## src/rtl/ram_arbiter_pkg.sv

```systemverilog
// Shared encodings for the data-RAM arbiter: FSM states and grant-select values.
package ram_arbiter_pkg;

  typedef enum logic {
    RUN    = 1'b0,
    HALTED = 1'b1
  } arb_state_e;

  typedef enum logic {
    GNT_CORE = 1'b0,
    GNT_DMA  = 1'b1
  } gnt_sel_e;

endpackage

```

## src/rtl/ram_arb_wait_cnt.sv

```systemverilog
// Saturating DMA wait counter with clear; o_sat forces a DMA grant once the limit is hit.
module ram_arb_wait_cnt #(
  parameter int LIMIT = 4
) (
  input  logic i_clk,
  input  logic i_rst,
  input  logic i_inc,
  input  logic i_clr,
  output logic o_sat
);

  localparam int CW = $clog2(LIMIT + 1);

  logic [CW-1:0] cnt_q, cnt_d;

  always_comb begin
    cnt_d = cnt_q;
    if (i_clr) begin
      cnt_d = '0;
    end else if (i_inc && (cnt_q != CW'(LIMIT))) begin
      cnt_d = cnt_q + CW'(1);
    end
  end

  always_ff @(posedge i_clk) begin
    if (i_rst) begin
      cnt_q <= '0;
    end else begin
      cnt_q <= cnt_d;
    end
  end

  assign o_sat = (cnt_q == CW'(LIMIT));

endmodule

```

## src/rtl/ram_arbiter.sv

```systemverilog
// Data-RAM arbiter between the core MEM stage and a DMA/loader port, with debug halt.
// Define RAM_ARB_STARVE_EN to add the DMA starvation counter and forced DMA grant.
module ram_arbiter
  import ram_arbiter_pkg::*;
#(
  parameter int ADDR_WIDTH   = 5,
  parameter int DATA_WIDTH   = 32,
  parameter int STARVE_LIMIT = 4
) (
  input  logic                  i_clk,
  input  logic                  i_rst,
  input  logic                  i_core_req,
  input  logic                  i_core_we,
  input  logic [ADDR_WIDTH-1:0] i_core_addr,
  input  logic [DATA_WIDTH-1:0] i_core_wdata,
  output logic [DATA_WIDTH-1:0] o_core_rdata,
  output logic                  o_core_stall,
  input  logic                  i_dma_valid,
  output logic                  o_dma_ready,
  input  logic                  i_dma_we,
  input  logic [ADDR_WIDTH-1:0] i_dma_addr,
  input  logic [DATA_WIDTH-1:0] i_dma_wdata,
  output logic                  o_dma_rvalid,
  output logic [DATA_WIDTH-1:0] o_dma_rdata,
  output logic [ADDR_WIDTH-1:0] o_ram_addr,
  output logic [DATA_WIDTH-1:0] o_ram_wdata,
  output logic                  o_ram_we,
  input  logic [DATA_WIDTH-1:0] i_ram_rdata,
  input  logic                  i_halt_req,
  output logic                  o_halt_ack
);

  // state  | meaning
  // RUN    | core has priority, DMA uses cycles the core leaves idle
  // HALTED | debug halt: core frozen, DMA owns the RAM every cycle

  arb_state_e            state_q, state_d;
  gnt_sel_e              gnt;
  logic                  force_dma;
  logic                  dma_ready;
  logic                  dma_rd_acc;
  logic                  dma_rvalid_q, dma_rvalid_d;
  logic [DATA_WIDTH-1:0] dma_rdata_q, dma_rdata_d;

`ifdef RAM_ARB_STARVE_EN
  ram_arb_wait_cnt #(
    .LIMIT (STARVE_LIMIT)
  ) u_wait_cnt (
    .i_clk (i_clk),
    .i_rst (i_rst),
    .i_inc (i_dma_valid && !dma_ready),
    .i_clr (!i_dma_valid || dma_ready),
    .o_sat (force_dma)
  );
`else
  logic starve_limit_unused;
  assign starve_limit_unused = (STARVE_LIMIT != 0);
  assign force_dma           = 1'b0;
`endif

  always_comb begin
    state_d = state_q;
    case (state_q)
      RUN:     if (i_halt_req)  state_d = HALTED;
      HALTED:  if (!i_halt_req) state_d = RUN;
      default: state_d = RUN;
    endcase

    gnt = GNT_CORE;
    if ((state_q == HALTED) || !i_core_req || force_dma) gnt = GNT_DMA;

    dma_ready    = (gnt == GNT_DMA) && !i_rst;
    o_core_stall = (state_q == HALTED) || (i_core_req && (gnt == GNT_DMA));

    // Idle default keeps the core address on the bus so loads stay zero-latency.
    o_ram_addr  = i_core_addr;
    o_ram_wdata = i_core_wdata;
    o_ram_we    = 1'b0;
    if (gnt == GNT_CORE) begin
      o_ram_we = i_core_req && i_core_we;
    end else if (i_dma_valid) begin
      o_ram_addr  = i_dma_addr;
      o_ram_wdata = i_dma_wdata;
      o_ram_we    = i_dma_we;
    end
    if (i_rst) o_ram_we = 1'b0;

    dma_rd_acc   = i_dma_valid && dma_ready && !i_dma_we;
    dma_rvalid_d = dma_rd_acc;
    dma_rdata_d  = dma_rd_acc ? i_ram_rdata : dma_rdata_q;
  end

  always_ff @(posedge i_clk) begin
    if (i_rst) begin
      state_q      <= RUN;
      dma_rvalid_q <= 1'b0;
      dma_rdata_q  <= '0;
    end else begin
      state_q      <= state_d;
      dma_rvalid_q <= dma_rvalid_d;
      dma_rdata_q  <= dma_rdata_d;
    end
  end

  assign o_dma_ready  = dma_ready;
  assign o_halt_ack   = (state_q == HALTED);
  assign o_core_rdata = i_ram_rdata;
  assign o_dma_rvalid = dma_rvalid_q;
  assign o_dma_rdata  = dma_rdata_q;

endmodule

```

## config.mk

```make
export PLATFORM = sky130hd
export DESIGN_NAME = ram_arbiter
export DESIGN_NICKNAME = d
export VERILOG_FILES = /design/src/rtl/ram_arbiter_pkg.sv /design/src/rtl/ram_arb_wait_cnt.sv /design/src/rtl/ram_arbiter.sv
export SDC_FILE = /design/constraint.sdc
export NUM_CORES = 1
export LEC_CHECK = 0
export ABC_CLOCK_PERIOD_IN_PS = 1800
export CAP_MARGIN = 20
export CORE_MARGIN = 3
export CORE_UTILIZATION = 25
export CTS_BUF_LIST = sky130_fd_sc_hd__clkbuf_8
export DETAILED_ROUTE_END_ITERATION = 10
export GPL_TIMING_DRIVEN = 0
export PLACE_DENSITY = 0.76
export SLEW_MARGIN = 15
export SYNTH_ARGS = -nofsm -noshare
export SYNTH_HDL_FRONTEND = slang
export SYNTH_SLANG_ARGS = --single-unit
```

## constraint.sdc

```tcl
create_clock -name i_clk -period 1.8 [get_ports i_clk]
set_input_delay 0.27 -clock i_clk [delete_from_list [all_inputs] [get_ports i_clk]]
set_output_delay 0.27 -clock i_clk [all_outputs]
set_load 0.02 [all_outputs]
```

# Word-level counts from Yosys, hierarchy flattened
# Index checks and enable logic that the tools add are counted.
op_classes:
  mux: 9
  reduce_logical: 10
ops:
  columns: ["operator", "count"]
  rows:
  - ["2-to-1 mux 32 bit", 2]
  - ["2-to-1 mux 5 bit", 2]
  - ["logical AND 1 bit", 5]
  - ["2-to-1 mux 1 bit", 5]
  - ["logical NOT 1 bit", 3]
  - ["logical OR 1 bit", 2]
totals:
  output_inout_bits: 106
  register_bits: 34
  elab_cells: 22

# Longest topological paths before layout
logic_depth:
  ltp_word: 6
  depth_mapped: 4
  depth_no_buf: 3

# Worst setup path after synthesis
# OpenSTA, ideal clock, no wires.
synth_timing:
  path_kind: "flip-flop to output port"
  from: "reg state_q (netlist: o_halt_ack)"
  to: "out o_ram_wdata[10]"
  path_stages_with_launch: 5
  arrival_time_ns: 1.377
  slack_ns: 0.153
  n_path_buf: 1
  cell_sequence: "dfxtp_1 -> nand2b_1 -> nand2_2 -> buf_2 -> mux2_2"
synth_via:
  elab_chain_cells: 3
synth_rtl:
  columns: ["element", "line_no", "text"]
  rows:
  - ["start: declaration", "ram_arbiter.sv:37", "arb_state_e state_q, state_d;"]
  - ["start signal: assignment", "ram_arbiter.sv:99", "state_q <= state_d;"]
  - ["logical OR 1 bit", "ram_arbiter.sv:70", "if ((state_q == HALTED) || !i_core_req || force_dma) gnt = GNT_DMA;"]
  - ["2-to-1 mux 1 bit", "ram_arbiter.sv:70", null]
  - ["2-to-1 mux 32 bit", "ram_arbiter.sv:79", "if (gnt == GNT_CORE) begin"]
  - ["end: declaration", "ram_arbiter.sv:26", "output logic [DATA_WIDTH-1:0] o_ram_wdata,"]
# Every way passes these cells.

# Worst setup path in the final report
layout_timing:
  from: "reg state_q (netlist: o_halt_ack)"
  to: "out o_ram_wdata[2]"
# Same word-level chain as after synthesis.

==> results.sh <==
export IMPL_cts_clk_slew_worst_paths_ps=70
export IMPL_peakVddDrop_mv=0.4084
export IMPL_hpwl_mm=6.701
export IMPL_synth_fa_ha_area_share_pct=0
export IMPL_grt_max_degree=11
export IMPL_syn_avg_cell_area_sq_um=11.17
export IMPL_cts_tree="yes"
export IMPL_core_area_sq_um=6568
export IMPL_cp_startpoint="o_halt_ack"
export IMPL_clockBufferDepth=2
export IMPL_routed_wl_mm=8.044
export IMPL_syn_area_sq_um=1743
export IMPL_fin_skew_ps=3.133
export IMPL_dr_first_iter_drc_count=49
export IMPL_num_vias=2078
export IMPL_final_hold_viol_count=0
export IMPL_synth_compound_area_share_pct=16.73
export IMPL_yosysSeqAreaShare_pct=39.05
export IMPL_grt_pass1_wl_mm=10.81
export IMPL_status="complete, but fails checks"
export IMPL_clk_latency_ps=280
export IMPL_synth_warnings=0
export IMPL_leakage_nw=1.887
export IMPL_synthMuxAreaShare_pct=23.91
export IMPL_dpl_cell_area_sq_um=4041
export IMPL_reg2reg_from="o_halt_ack"
export IMPL_top_usage_layer="met2"
export IMPL_cap_violations=0
export IMPL_die_h_um=89.50
export IMPL_final_area_sq_um=4373
export IMPL_path_max_fanout=7
export IMPL_met3_usage_pct=5.530
export IMPL_wl_per_cell_um=16.59
export IMPL_fp_dieArea_sq_um=8009
export IMPL_nets=505
export IMPL_drc=0
export IMPL_max_freq_ghz=0.5382
export IMPL_antenna_cells=0
export IMPL_min_path_type="register to register"
export IMPL_criticalPathCategory="register to output port"
export IMPL_clockRootBuffer="clkbuf_8"
export IMPL_htree_levels=2
export IMPL_ys_types=16
export IMPL_synth_xor_area_share_pct=0
export IMPL_synth_nets=269
export IMPL_syn_inst=156
export IMPL_power_w=0.002543
export IMPL_pre_cts_ws_ps=-819.5
export IMPL_critPathLaunchType="register"
export IMPL_holdCritStartpoint="o_dma_rdata[28]"
export IMPL_yosys_register_bits=34
export IMPL_vias_per_cell=4.285
export IMPL_period_needed_ps=1858
export IMPL_overflow=0
export IMPL_cp_data_arrival_time_ps=1590
export IMPL_syn2layout_area_growth_pct=150.9
export IMPL_initial_utilization_pct=26.54
export IMPL_grt_met1_usage_pct=19.96
export IMPL_cts_buffers_inserted=5
export IMPL_max_slew_margin_pct=72.13
export IMPL_fin_crit_sh_pct=103.2
export IMPL_rsz0062_at_grt="yes"
export IMPL_place_congestion=0.7582
export IMPL_ios=219
export IMPL_p_per_area_nw_per_um2=581.5
export IMPL_clock_sinks=34
export IMPL_io_buffers=218
export IMPL_crit_required_ps=1530
export IMPL_fin_setup_tns_ps=-639.4
export IMPL_die_w_um=89.50
export IMPL_grt_pass1_vias=2139
export IMPL_grtUsageTotal_pct=17.94
export IMPL_tightest_slew_ps=416.1
export IMPL_timing_final_ws_setup_ps=-57.93
export IMPL_violations="setup timing"
export IMPL_layout_drive_gt1_share_pct=35.46
export IMPL_met2_usage_pct=32.62
export IMPL_rows=29
export IMPL_drv_slew=0
export IMPL_finalSetupViolCount=20
export IMPL_antenna_found_initial=0
export IMPL_synth_top_family_by_area="multiplexers"
export IMPL_ant_nets=0
export IMPL_synth_simple_area_share_pct=3.518
export IMPL_drt_first_pass_iters=4
export IMPL_endpoint_kind="output port"
[state kept, by name, summed over array words and instances (netlist names)]
register,cells
o_halt_ack,1
o_dma_rdata,32
o_dma_rvalid,1
[stage by stage]
| step | hold slack, ps | utilization, % | instances |
|---|---|---|---|
| after floorplan | 341.6 | - | 156 |
| after global placement | 459.8 | 61.54 | 467 |
| after detailed placement | 462.8 | 61.54 | 467 |
| after CTS | 483.4 | 63.97 | 482 |
| after global routing | 494.5 | 66.58 | 485 |
| final | 480.4 | 66.58 | 485 |
[cells in the mapped netlist]
library cell  instances  share of area [%]
buf_4                32                 14
a31oi_1               1               0.36
nand2_1               1               0.22
nand2_2               1               0.36
buf_2                 9                2.6
nor2_1                1               0.22
nand2b_1              1               0.36
a22o_1               32                 16
nor4b_4               1                1.4
nor2b_1               2               0.72
mux2_2               37                 24
a21oi_1               1               0.29
nand3_1               1               0.29
dfxtp_1              34                 39
clkbuf_1              1               0.22
inv_1                 1               0.22
[metal layers]
layer,vias up,wire [um]
met5,-,0
met4,0,75
met3,7,646
met2,100,4384
met1,961,2937
li1,1010,-
[logic make-up (layout without fill, tap and decap cells)]
group,Yosys count,after routing
AO/OA/AOI/OAI,34,34
buffers and inverters,43,278
flip-flops,34,34
multiplexers,37,37
AND/OR/NAND/NOR,8,9
[critical path, cell delays in order, from the launching register on]
cell,delay [ps]
dfxtp_2,320
nand2b_4,180
nand2_8,110
buf_6,120
buf_16,110
mux2_2,340
buf_6,130
[cell usage in the layout, fill, tap and decap left out, drive strengths merged]
| master | n |
|---|---|
| dlymetal6s2s | 1 |
| dlygate4sd2 | 3 |
| mux2 | 37 |
| nor2 | 1 |
| clkdlybuf4s50 | 176 |
| nand2b | 1 |
| buf | 87 |
| nand2 | 3 |
| bufinv | 1 |
| nor4b | 1 |
| dfxtp | 34 |
| clkbuf | 8 |
| a22o | 32 |
| inv | 1 |
| nor2b | 2 |
| nand3 | 1 |
| a21oi | 1 |
| clkdlybuf4s15 | 1 |
| a31oi | 1 |
[where the power goes]
part / internal, W / switching [W] / leakage [nW]
logic: 0.000628 / 0.000414 / 1.55
clock network: 0.000443 / 0.000259 / 0.0573
registers: 0.000784 / 0.0000154 / 0.277
total: 0.00185 / 0.000688 / 1.89
[layout make-up]
| type | instances | area [sq um] |
|---|---|---|
| sequential | 34 | 681.9 |
| inverter | 1 | 3.754 |
| multi-input combinational | 80 | 857.1 |
| tap | 93 | 116.4 |
| buffer | 41 | 304.0 |
| clock inverter | 1 | 30.03 |
| fill | 509 | 2195 |
| clock buffer | 6 | 82.58 |
| timing repair buffer | 229 | 2297 |
[repair_timing]
item	CTS	global route
gates resized for setup	186	49
gates cloned	3	1
pin swaps	2	0
setup endpoints to repair	39	38
buffers inserted	5	3
hold buffers	0	0
[path summary, 6_finish.rpt]
kind | end | slack (ps) | depth (start not counted)
worst min register to register | o_dma_rdata[28] | 480 | 1
worst min-delay path | o_dma_rdata[28] | 480 | 1
worst max register to register | o_dma_rdata[3] | 380 | 4
worst max-delay path | o_ram_wdata[2] | -60 | 6
(Power assumes the default switching activity.)
